<file path="config.mk">
export PLATFORM = sky130hd
export DESIGN_NAME = b_to_g_enc
export DESIGN_NICKNAME = d
export VERILOG_FILES = /design/src/rtl/b_to_g_enc.sv
export SDC_FILE = /design/constraint.sdc
export NUM_CORES = 1
export LEC_CHECK = 0
export CORE_MARGIN = 10
export CORE_UTILIZATION = 43
export CTS_CLUSTER_SIZE = 30
export DETAILED_ROUTE_END_ITERATION = 8
export GPL_TIMING_DRIVEN = 0
export PLACE_DENSITY = 0.79
export SLEW_MARGIN = 20
export SYNTH_ARGS = -nofsm -noshare
export SYNTH_HDL_FRONTEND = slang
export SYNTH_SLANG_ARGS = --single-unit
export TNS_END_PERCENT = 30
</file>
<file path="constraint.sdc">
create_clock -name clk -period 1.66 [get_ports clk]
set_input_delay 0.249 -clock clk [delete_from_list [all_inputs] [get_ports clk]]
set_output_delay 0.249 -clock clk [all_outputs]
set_load 0.02 [all_outputs]
</file>
<file path="src/rtl/b_to_g_enc.sv">
// b_to_g_enc: streaming binary-to-Gray encoder with a 2-entry output buffer
// and a delivered-beat counter. Define GRAY_ADJ_CHECK_EN to enable adj_err.
module b_to_g_enc #(
    parameter int WIDTH = 4,
    parameter int CNT_W = 16
) (
    input  logic             clk,
    input  logic             rst,
    input  logic             in_valid,
    output logic             in_ready,
    input  logic [WIDTH-1:0] binary,
    output logic             out_valid,
    input  logic             out_ready,
    output logic [WIDTH-1:0] gray,
    output logic [CNT_W-1:0] count,
    output logic             adj_err
);

    typedef enum logic [1:0] {
        EMPTY = 2'd0,
        ONE   = 2'd1,
        FULL  = 2'd2
    } state_e;

    localparam logic [CNT_W-1:0] CNT_ONE = {{(CNT_W-1){1'b0}}, 1'b1};

    state_e           state_q;
    logic [WIDTH-1:0] head_q;
    logic [WIDTH-1:0] tail_q;
    logic [CNT_W-1:0] count_q;
    logic [CNT_W-1:0] count_d;
    logic [WIDTH-1:0] enc_d;
    logic             push;
    logic             pop;

    // Handshake qualification and the encoded value of the offered beat.
    always_comb begin
        in_ready  = ~rst & (state_q != FULL);
        out_valid = (state_q != EMPTY);
        push      = in_valid & in_ready;
        pop       = out_valid & out_ready;
        enc_d     = binary ^ (binary >> 1);
        count_d   = count_q + CNT_ONE;
    end

    // Occupancy FSM, buffer entries and delivered-beat counter.
    always_ff @(posedge clk) begin
        if (rst) begin
            state_q <= EMPTY;
            head_q  <= '0;
            tail_q  <= '0;
            count_q <= '0;
        end else begin
            if (pop) begin
                count_q <= count_d;
            end
            unique case (state_q)
                EMPTY: begin
                    if (push) begin
                        head_q  <= enc_d;
                        state_q <= ONE;
                    end
                end
                ONE: begin
                    if (push && pop) begin
                        head_q <= enc_d;
                    end else if (push) begin
                        tail_q  <= enc_d;
                        state_q <= FULL;
                    end else if (pop) begin
                        // head keeps the last delivered code
                        state_q <= EMPTY;
                    end
                end
                FULL: begin
                    if (pop) begin
                        head_q  <= tail_q;
                        state_q <= ONE;
                    end
                end
                default: state_q <= EMPTY;
            endcase
        end
    end

    assign gray  = head_q;
    assign count = count_q;

`ifdef GRAY_ADJ_CHECK_EN
    logic [WIDTH-1:0] prev_q;
    logic             have_prev_q;
    logic [WIDTH-1:0] diff;

    // Remember the last delivered code to judge the next head against it.
    always_ff @(posedge clk) begin
        if (rst) begin
            prev_q      <= '0;
            have_prev_q <= 1'b0;
        end else if (pop) begin
            prev_q      <= head_q;
            have_prev_q <= 1'b1;
        end
    end

    // A legal Gray step differs from the previous code in exactly one bit.
    always_comb begin
        diff    = head_q ^ prev_q;
        adj_err = out_valid & have_prev_q & ($countones(diff) != 1);
    end
`else
    assign adj_err = 1'b0;
`endif

endmodule
</file>
After elaboration in Yosys (flattened, before gate mapping)
Cells that the tools add are included.
- logic and storage cells: 36
- input bits: 8
- register bits after elaboration: 26
- output and inout bits: 23
- reductions and logical operators: 7
- bitwise operators: 6
- equality and inequality tests: 8
- multiplexer cells: 10
- add/sub/neg operators: 1
- operators with widths (cell ; count):
    adder 16 x 1 -> 16 bit (second input constant) ; 1
    2-to-1 mux 4 bit ; 3
    case mux 4 bit (3 select lines) ; 1
    2-to-1 mux 2 bit ; 5
    != test 2 bit (second input constant) ; 5
    AND reduction 4 bit ; 2
    case mux 2 bit (3 select lines) ; 1
    XOR 4 x 3 -> 4 bit ; 1
    AND 1 bit ; 3
    != test 3 bit (second input constant) ; 1
    AND reduction 3 bit ; 1
    nonzero test 3 bit ; 1
    == test 2 x 1 -> 1 bit (second input constant) ; 1
    == test 2 bit (second input constant) ; 1
    zero test 2 bit ; 1
    inverter 1 bit ; 2
    nonzero test 2 bit ; 1
    logical AND 1 bit ; 1

Longest topological paths before layout
Gate-level depths: netlist of run 1.
- word-level depth: 6
- mapped depth: 6
- gate-level depth less buffers: 5

Worst setup path before layout of run 1
No wires, ideal clock.
- kind: reg2reg
- from: register count_q[0] (netlist: count[0])
- to: register count_q[14] (netlist: count[14])
- path slack: -108 ps
- period minus slack after synthesis: 1768 ps
- library setup time: 121 ps
- data arrival time: 1648 ps
- required time: 1539 ps
- buffers on the path: 0
- cell stages (with the launch flop): 6
- path through: dfxtp_1 -> ha_1 -> o211ai_1 -> nor3_1 -> nand4_1 -> mux2_2
- longest elaborated chain between the ends: 1
- RTL lines (element ; line ; RTL):
    start: declaration ; 30 ; logic [CNT_W-1:0] count_q;
    start signal: assignment ; 55 ; count_q <= count_d;
    adder 16 x 1 -> 16 bit ; 43 ; count_d = count_q + CNT_ONE;
No other way between the ends.
A chain may end at the register's enable or synchronous reset.

Worst setup path in the final report of run 1
- from: register state_q[1]
- to: output in_ready
- longest elaborated chain between the ends: 2
- RTL lines (element ; line ; RTL):
    start: declaration ; 27 ; state_e state_q;
    start signal: assignment ; 49 ; state_q <= EMPTY;
    start signal: assignment ; 61 ; state_q <= ONE;
    start signal: assignment ; 69 ; state_q <= FULL;
    != test 2 bit ; 38 ; in_ready = ~rst & (state_q != FULL);
    AND 1 bit ; 38 ;
    end: declaration ; 10 ; output logic in_ready,
No other way between the ends.

==> results_dict.tcl, run 1 <==
set metrics [dict create \
    r2r-end "count[15]$_SDFFE_PP0P_" \
    finClkSkew_ns 0.00394 \
    synthFlopType "dfxtp_1" \
    wire_per_inst_um 14.0 \
    min_path_cells 4 \
    final_cell_mix "nor2_1 (24), clkdlybuf4s50_1 (19), dfxtp_1 (18), mux2i_1 (11), buf_4 (11)" \
    cp.required_ns 1.41 \
    drive_above_1_share 0.233 \
    grt_pass1_wl_mm 4.50 \
    core_um2 2780 \
    layout_min_cycle_time_ns 1.64 \
    synth_top_area_frac 0.411 \
    fillers 252 \
    cp_cell_sequence "buf_6 -> or2b_4 -> nor2b_1 -> buf_2" \
    cap_viol_max_count 0 \
    grtUsageMet2 0.179 \
    drc_errors 0 \
    met3_usage 0.0372 \
    max_stage_delay_ns 0.35 \
    design_area_um2 1700 \
    clock-sinks 26 \
    synth_cell_type_count 38 \
    cts_tree "yes" \
    hpwl_mm 2.15 \
    h-tree-depth 1 \
    final_max_slew_viol_count 0 \
    track_usage 0.0994 \
    grt_antenna_before_repair 0 \
    synth.avg_cell_area_um2 9.31 \
    gr-total-overflow 0 \
    cp_slowest_cell "dfxtp_2" \
    vias 1102 \
    fin_hold_ws_ns 0.321 \
    drtPass1Iterations 4 \
    yosys_warnings 0 \
    crit_path_start_kind "register" \
    synthesis.area_um2 1270 \
    setup_viol 0 \
    cp.arrival_ns 1.39 \
    io_buffer_count 28 \
    grt_pass1_vias 1029 \
    start_util 0.455 \
    setup_ws_ns 0.0209 \
    stdcell_count 207 \
    io_pins 31 \
    r2r_cells 5 \
    power.density_nw_per_um2 619 \
    clock_latency_ns 0.31 \
    yosysTopAreaCell "dfxtp_1" \
    clock_path_buffers 2 \
    routed_wl_mm 2.89 \
    fp.dieH_um 74.3 \
    worstHoldEndpoint "state_q[1]$_SDFFE_PP0P_" \
    synth_area_leaders "dfxtp_1 (41%), mux2i_1 (8.7%), nor2_1 (7.1%)" \
    place_area_um2 1590 \
    worstSetupEndpointType "output port" \
    critical_path_buf_inv_count 2 \
    holdCritStartpoint "out_ready" \
    via_per_inst 5.32 \
    die_w_um 74.3 \
    r2r-start "state_q[1]$_SDFFE_PP0P_" \
    n_antenna_cell 0 \
    met1_usage 0.107 \
    rrSetupSlack_ns 0.07 \
    status "completed" \
    hold_viol 0 \
    drtAntennaViolNets 0 \
    yosysSeqAreaShare 0.411 \
    clk_pin_slew_ns 0.13 \
    worstSetupPathType "reg -> out" \
    numCtsBuffers 3 \
    gp_congestion 0.762 \
    peakVddDrop_v 0.000477 \
    drtIter0Drc 82 \
    grt_setup_unrepaired "true" \
    fin_setup_tns_ns 0 \
    clock.fmax_mhz 610 \
    dp_slack_ns -0.363 \
    die-area_um2 5520 \
    busiest_layer "met2" \
    path_max_fanout 9 \
    power.leakage_uw 0.000704 \
    clockRootBuffer "clkbuf_4" \
    final_common_cell "nor2_1" \
    grt_max_degree 14 \
    post-route-period-util 0.987 \
    syn_inst 136 \
    num_rows 19 \
    hp-class "in -> reg" \
    synthArstFlopShare 0 \
    fin_nets 187 \
    placedCellCount 195 \
    syn_nets 145 \
    synth_edf_count 0 \
    area_delta_synth_final_pct 34.5 \
    crit_family "simple AND/OR/NAND/NOR gates" \
    ys_ff_latch 26 \
]
-- tightest hold or removal path, cell delays in order --
cell and delay [ns]:
buf_2 0.18, nor2_1 0.07, nor2_1 0.07, nor2_1 0.04
-- report_power, final --
group,total (µW),switching (µW),internal (µW)
clock,259,174,84.8
combinational,144,75.1,69.4
sequential,652,13.2,639
-- cell type report --
| type | count | area [µm²] | share of cell area |
|---|---|---|---|
| clock buffers | 3 | 22.5 | 0.0132 |
| inverters | 3 | 11.3 | 0.00661 |
| well taps | 31 | 38.8 | 0.0228 |
| repair buffers | 38 | 352 | 0.206 |
| flip-flops and latches | 26 | 531 | 0.312 |
| multi-input cells | 100 | 713 | 0.419 |
| plain buffers | 6 | 35.0 | 0.0206 |
-- metrics by stage --
step	utilization	power [µW]
after floorplan	-	753
after global placement	0.572	808
after detailed placement	0.572	814
after CTS	0.578	1070
after global routing	0.612	1100
final	0.612	1050
-- per-layer routing --
layer  share of wire  vias to the layer above
met5               0                        -
met3           0.073                        0
met4               0                        0
li1                -                      550
met2            0.52                       27
met1            0.40                      525
-- sequential cells by signal, indices dropped and copies added (netlist names) --
signal and count:
count 16, tail_q 4, gray 4, state_q 2
-- synthesized netlist by cell type (2+ instances only) --
cell	count
clkbuf_1	4
a21oi_1	6
nand2_1	5
dfxtp_1	26
nor2b_1	2
nor3_1	2
inv_1	3
nor4_1	3
xor2_1	4
xnor2_1	7
nor2_1	24
nand4_1	2
mux2i_1	11
or3_1	4
nand2b_1	2
o21ai_0	5
mux2_2	4
nand3_1	2
-- worst max-delay path by stage --
stage	startpoint	to	cells after the start
2_1_floorplan	count[0]$_SDFFE_PP0P_	count[14]$_SDFFE_PP0P_	5
3_3_place_gp	rst	in_ready	4
3_5_place_dp	rst	in_ready	4
4_1_cts	count[0]$_SDFFE_PP0P_	count[14]$_SDFFE_PP0P_	5
5_1_grt	rst	in_ready	4
6_report	state_q[1]$_SDFFE_PP0P_	in_ready	4
-- cell families (layout without fill, tap and decap cells) --
logic type / Yosys count / count (layout) / synth area share
other cells: 1 / 1 / 0.00296
simple gates: 55 / 55 / 0.230
flops: 26 / 26 / 0.411
fa+ha+maj: 1 / 1 / 0.00988
xor+xnor: 11 / 11 / 0.0761
mux: 15 / 15 / 0.123
buf+inv: 10 / 50 / 0.0395
compound gates: 17 / 17 / 0.108
-- what timing repair did --
action	in CTS	in global routing
endpoints found under the setup margin	8	15
gates resized for setup	11	12
buffers inserted	0	10
hold buffers	0	0
pin swaps	1	2
(Power assumes the default switching activity.)
==> inputs of run 2 (changes only) <==
--- a/config.mk
+++ b/config.mk
@@ -6,11 +6,12 @@
 export NUM_CORES = 1
 export LEC_CHECK = 0
 export CORE_MARGIN = 10
-export CORE_UTILIZATION = 43
+export CORE_UTILIZATION = 45
+export CTS_BUF_LIST = sky130_fd_sc_hd__clkbuf_8
 export CTS_CLUSTER_SIZE = 30
 export DETAILED_ROUTE_END_ITERATION = 8
 export GPL_TIMING_DRIVEN = 0
-export PLACE_DENSITY = 0.79
+export PLACE_DENSITY = 0.82
 export SLEW_MARGIN = 20
 export SYNTH_ARGS = -nofsm -noshare
 export SYNTH_HDL_FRONTEND = slang
==> run 2 against run 1 <==
Net effect:
- global-route usage rose by 1.6 points
- critical path depth rose by 1
- combinational power rose by 13%
- worst hold slack improved by 0.063 ns
- clock-buffer cell count did not move
- via count rose by 2.3%
- maximum frequency fell by 1.1%
- highest routed layer is now met4
- routed wire length rose by 6.0%
- sequential share of layout area fell by 1.4 points
- largest power group unchanged
==> results_dict.tcl, run 2 (synthesized netlist as in run 1, its figures left out) <==
set metrics [dict create \
    status "completed" \
    switching_share 0.221 \
    cts_hold_buf 0 \
    p_total_uw 1330 \
    io_buffer_count 28 \
    gp_congestion 0.807 \
    numCtsBuffers 3 \
    met1_usage 0.125 \
    grt_setup_unrepaired "true" \
    die-area_um2 5340 \
    finClkSkew_ns 0.00453 \
    cp.arrival_ns 1.86 \
    design_area_um2 1800 \
    max_stage_delay_ns 0.42 \
    fin_nets 188 \
    worstSetupPathType "reg -> reg" \
    p_comb_frac 0.121 \
    post-route-period-util 0.998 \
    hold_viol 0 \
    clk_pin_slew_ns 0.09 \
    drive_above_1_share 0.253 \
    routed_wl_mm 3.07 \
    num_rows 19 \
    power.leakage_uw 0.000673 \
    clock_latency_ns 0.27 \
    r2r-end "count[13]$_SDFFE_PP0P_" \
    core_um2 2730 \
    clock-sinks 26 \
    largest_reg_flops 16 \
    cts_tree "yes" \
    fin_util 0.658 \
    p_sw_uw 294 \
    grt_pass1_vias 1115 \
    fp.dieH_um 73.0 \
    path_max_fanout 4 \
    drc_errors 0 \
    track_usage 0.116 \
    area_delta_synth_final_pct 42.0 \
    grt_pass1_wl_mm 5.03 \
    place_area_um2 1590 \
    drtAntennaViolNets 0 \
    critPathLaunch "count[0]$_SDFFE_PP0P_" \
    setup_ws_ns 0.00257 \
    cp.required_ns 1.86 \
    layout_min_cycle_time_ns 1.66 \
    cp_cell_sequence "buf_4 -> o2111ai_4 -> or3_4 -> or3_1 -> a21oi_1" \
    grt_max_degree 16 \
    hpwl_mm 2.24 \
    grt_antenna_before_repair 0 \
    r2r-start "count[0]$_SDFFE_PP0P_" \
    cap_viol_max_count 0 \
    met3_usage 0.0422 \
    hp-class "in -> reg" \
    dp_slack_ns -0.364 \
    rrSetupSlack_ns 0.003 \
    worstSetupEndpointType "register" \
    power.density_nw_per_um2 741 \
    final_common_cell "clkdlybuf4s50_1" \
    p_int_uw 1040 \
    drtPass1Iterations 4 \
    cp_slowest_cell "or3_4" \
    wire_per_inst_um 14.7 \
    grtUsageMet2 0.190 \
    crit_end "count[13]$_SDFFE_PP0P_" \
    r2r_cells 5 \
    p_clk_frac 0.392 \
    start_util 0.463 \
    via_per_inst 5.39 \
    final_max_slew_viol_count 0 \
    final_cell_mix "clkdlybuf4s50_1 (25), nor2_1 (24), dfxtp_1 (19), buf_4 (13), mux2i_1 (11)" \
    setup_viol 0 \
    clock_path_buffers 2 \
    stdcell_count 209 \
    io_pins 31 \
    h-tree-depth 1 \
    peakVddDrop_v 0.000599 \
    clockRootBuffer "clkbuf_8" \
    vias 1127 \
    busiest_layer "met2" \
    die_w_um 73.0 \
    clock.fmax_mhz 603 \
    crit_path_start_kind "register" \
    seqPwrFrac 0.487 \
    placedCellCount 195 \
    n_antenna_cell 0 \
    drtIter0Drc 111 \
    gr-total-overflow 0 \
]
## run 2: cell types whose count changed in the layout (fill, tap and decap cells not counted), moves of 3 or more
cell,delta
dlymetal6s2s_1,-3
clkbuf_8,+3
dfxtp_2,-3
clkdlybuf4s50_1,+6
clkbuf_4,-3
## run 2: area by class of cell
type	instances	area [µm²]
Fill cell	207	936
Buffer	6	36.3
Clock inverter	1	30.0
Tap cell	31	38.8
Timing Repair Buffer	39	362
Sequential cell	26	534
Clock buffer	3	41.3
Inverter	3	11.3
Multi-Input combinational cell	100	744
## run 2: per-stage QoR
step	setup TNS, ns	hold WS, ns
floorplan	-0.00198	0.396
global placement	-2.17	0.467
detailed placement	-2.92	0.489
CTS	-0.0720	0.388
global route	-0.142	0.418
finish	0	0.385
## run 2: per-layer routing
metal	vias to the layer above	part of all wire
met5	-	0
met4	0	0.021
met3	6	0.072
met2	35	0.51
met1	538	0.40
li1	548	-
## run 2: how the worst min path moves through the flow
stage,from,to,slack (ns),cells past startpoint
after floorplan,binary[3],tail_q[3]$_SDFFE_PP0P_,0.40,2
after global placement,tail_q[0]$_SDFFE_PP0P_,tail_q[0]$_SDFFE_PP0P_,0.47,2
after detailed placement,tail_q[0]$_SDFFE_PP0P_,tail_q[0]$_SDFFE_PP0P_,0.49,2
after CTS,out_ready,state_q[1]$_SDFFE_PP0P_,0.39,4
after global routing,out_ready,state_q[1]$_SDFFE_PP0P_,0.42,4
final,out_ready,state_q[1]$_SDFFE_PP0P_,0.38,4
## run 2: worst max-delay path, delay by kind of cell (launching register included)
kind	cells	cell delay, ns
AOI/OAI and AO/OA	2	0.30
buffers and inverters	1	0.12
and+or+nand+nor	2	0.78
DFF	1	0.38
## run 2: timing repair
item                                    in CTS  in global routing
endpoints found under the setup margin       5                 12
gates resized for setup                      9                 15
buffers inserted                             0                 11
pin swaps                                    1                  5
cloned                                       0                  0
## run 2: power by group through the flow
stage | registers (µW) | logic [µW] | clock network, µW
after floorplan | 674 | 79.2 | 0
after global placement | 664 | 145 | 0
after detailed placement | 665 | 149 | 0
after CTS | 651 | 149 | 527
after global routing | 652 | 176 | 560
final | 649 | 162 | 522
==> inputs of run 3 (changes only) <==
--- a/config.mk
+++ b/config.mk
@@ -5,9 +5,10 @@
 export SDC_FILE = /design/constraint.sdc
 export NUM_CORES = 1
 export LEC_CHECK = 0
+export ABC_CLOCK_PERIOD_IN_PS = 1660
 export CORE_MARGIN = 10
 export CORE_UTILIZATION = 45
-export CTS_BUF_LIST = sky130_fd_sc_hd__clkbuf_8
+export CTS_BUF_LIST = sky130_fd_sc_hd__clkbuf_2 sky130_fd_sc_hd__clkbuf_4 sky130_fd_sc_hd__clkbuf_8
 export CTS_CLUSTER_SIZE = 30
 export DETAILED_ROUTE_END_ITERATION = 8
 export GPL_TIMING_DRIVEN = 0
==> run 3 against run 2 <==
Net effect:
- final cell count rose by 0.96%
- sequential power about the same
- via count increased by 1.2%
- worst setup slack better by 0.011 ns
- clock skew up 0.00056 ns
- global-route usage is the same
==> results_dict.tcl, run 3 (synthesized netlist as in run 1, its figures left out) <==
set metrics [dict create \
    design_area_um2 1800 \
    drive_above_1_share 0.272 \
    clock_latency_ns 0.32 \
    cp_slowest_cell "dfxtp_4" \
    cp.arrival_ns 1.87 \
    critPathLaunch "count[0]$_SDFFE_PP0P_" \
    gr-total-overflow 0 \
    final_max_slew_viol_count 0 \
    drtIter0Drc 72 \
    fp.dieH_um 73.0 \
    drtAntennaViolNets 0 \
    clock_path_buffers 2 \
    grt_antenna_before_repair 0 \
    hold_viol 0 \
    core_um2 2730 \
    rrSetupSlack_ns 0.01 \
    grt_max_degree 16 \
    numCtsBuffers 3 \
    crit_end "count[14]$_SDFFE_PP0P_" \
    io_pins 31 \
    max_stage_delay_ns 0.40 \
    grt_pass1_vias 1135 \
    place_area_um2 1590 \
    vias 1141 \
    power.density_nw_per_um2 694 \
    final_common_cell "nor2_1" \
    routed_wl_mm 3.14 \
    r2r-end "count[14]$_SDFFE_PP0P_" \
    io_buffer_count 28 \
    hp-class "in -> reg" \
    die-area_um2 5340 \
    finClkSkew_ns 0.00510 \
    clock-sinks 26 \
    largest_reg_flops 16 \
    drc_errors 0 \
    stdcell_count 211 \
    gp_congestion 0.807 \
    num_rows 19 \
    r2r-start "count[0]$_SDFFE_PP0P_" \
    crit_path_start_kind "register" \
    drtPass1Iterations 4 \
    cts_tree "yes" \
    start_util 0.463 \
    wire_per_inst_um 14.9 \
    fin_setup_tns_ns 0 \
    final_cell_mix "nor2_1 (24), dfxtp_1 (19), clkdlybuf4s50_1 (16), buf_4 (12), mux2i_1 (11)" \
    status "completed" \
    n_antenna_cell 0 \
    post-route-period-util 0.992 \
    worstSetupEndpointType "register" \
    cp_cell_sequence "ha_4 -> o211ai_1 -> nor3_2 -> nand4_1 -> mux2_4" \
    h-tree-depth 1 \
    path_max_fanout 5 \
    r2r_cells 5 \
    die_w_um 73.0 \
    layout_min_cycle_time_ns 1.65 \
    fin_nets 190 \
    placedCellCount 195 \
    worstSetupPathType "reg -> reg" \
    clock.fmax_mhz 607 \
    area_delta_synth_final_pct 42.1 \
    grt_setup_unrepaired "true" \
    cp.required_ns 1.89 \
    hpwl_mm 2.24 \
    cts_hold_buf 0 \
    grt_pass1_wl_mm 5.10 \
    clk_pin_slew_ns 0.14 \
    clockRootBuffer "clkbuf_4" \
    track_usage 0.116 \
    cap_viol_max_count 0 \
    via_per_inst 5.41 \
    setup_viol 0 \
    power.leakage_uw 0.000791 \
    peakVddDrop_v 0.000495 \
]
## run 3: cell count changes in the layout (fill, tap and decap cells not counted)
cell / previous run / this run
dlymetal6s2s_1: 1 / 6
clkbuf_8: 3 / 0
buf_6: 1 / 3
nor2b_1: 2 / 1
clkbuf_2: 1 / 2
nor2b_2: 0 / 1
clkdlybuf4s50_1: 25 / 16
clkbuf_4: 0 / 3
nor3b_2: 0 / 1
buf_4: 13 / 12
buf_2: 1 / 2
dlygate4sd2_1: 1 / 4
nor3b_4: 1 / 0
## run 3: where the power goes
group | switching (µW) | total [µW] | internal, µW
Sequential | 12.8 | 650 | 637
Combinational | 82.7 | 164 | 81.7
Clock | 190 | 435 | 244
Total | 286 | 1250 | 963
## run 3: timing repair
action / in CTS / in global routing
pin swaps: 2 / 6
gates cloned: 0 / 1
resized for setup: 17 / 20
endpoints found under the setup margin: 9 / 17
buffers inserted: 3 / 9
hold endpoints to repair: 0 / 0
## run 3: critical path: cells and delay by family, from the launching register on
kind                     cells  cell delay, ns
flip-flops                   1            0.40
AO/OA/AOI/OAI                1            0.20
multiplexers                 1            0.32
AND/OR/NAND/NOR              2            0.51
adder cells (fa/ha/maj)      1            0.13
## run 3: worst min-delay path by stage
| stage | from | endpoint | slack (ns) | cells past startpoint |
|---|---|---|---|---|
| floorplan | binary[3] | tail_q[3]$_SDFFE_PP0P_ | 0.40 | 2 |
| global placement | tail_q[0]$_SDFFE_PP0P_ | tail_q[0]$_SDFFE_PP0P_ | 0.47 | 2 |
| detailed placement | tail_q[0]$_SDFFE_PP0P_ | tail_q[0]$_SDFFE_PP0P_ | 0.49 | 2 |
| CTS | out_ready | state_q[1]$_SDFFE_PP0P_ | 0.32 | 4 |
| global route | out_ready | state_q[1]$_SDFFE_PP0P_ | 0.35 | 4 |
| finish | out_ready | state_q[1]$_SDFFE_PP0P_ | 0.32 | 4 |
## run 3: area by class of cell
type                       instances  area (µm²)
buffer                             6        36.3
inverter                           3        11.3
clock inverter                     1        30.0
tap                               31        38.8
timing repair buffer              41         385
sequential                        26         534
fill                             208         935
clock buffer                       3        22.5
multi-input combinational        100         741
## run 3: routing by layer
metal	global-route usage	wire, µm	part of all wire	vias up
met4	0.0591	95	0.030	0
li1	-	-	-	559
met3	0.0354	193	0.061	13
met5	0	0	0	-
met1	0.127	1270	0.40	543
met2	0.195	1580	0.50	26
## run 3: metrics by stage
stage | utilization | worst slack [ns] | hold slack, ns | total power, µW
after global routing | 0.658 | -0.0690 | 0.354 | 1300
final | 0.658 | 0.0137 | 0.318 | 1250
after floorplan | - | -0.00198 | 0.396 | 753
after CTS | 0.612 | 0.00133 | 0.324 | 1240
after detailed placement | 0.582 | -0.364 | 0.489 | 814
after global placement | 0.582 | -0.352 | 0.467 | 808
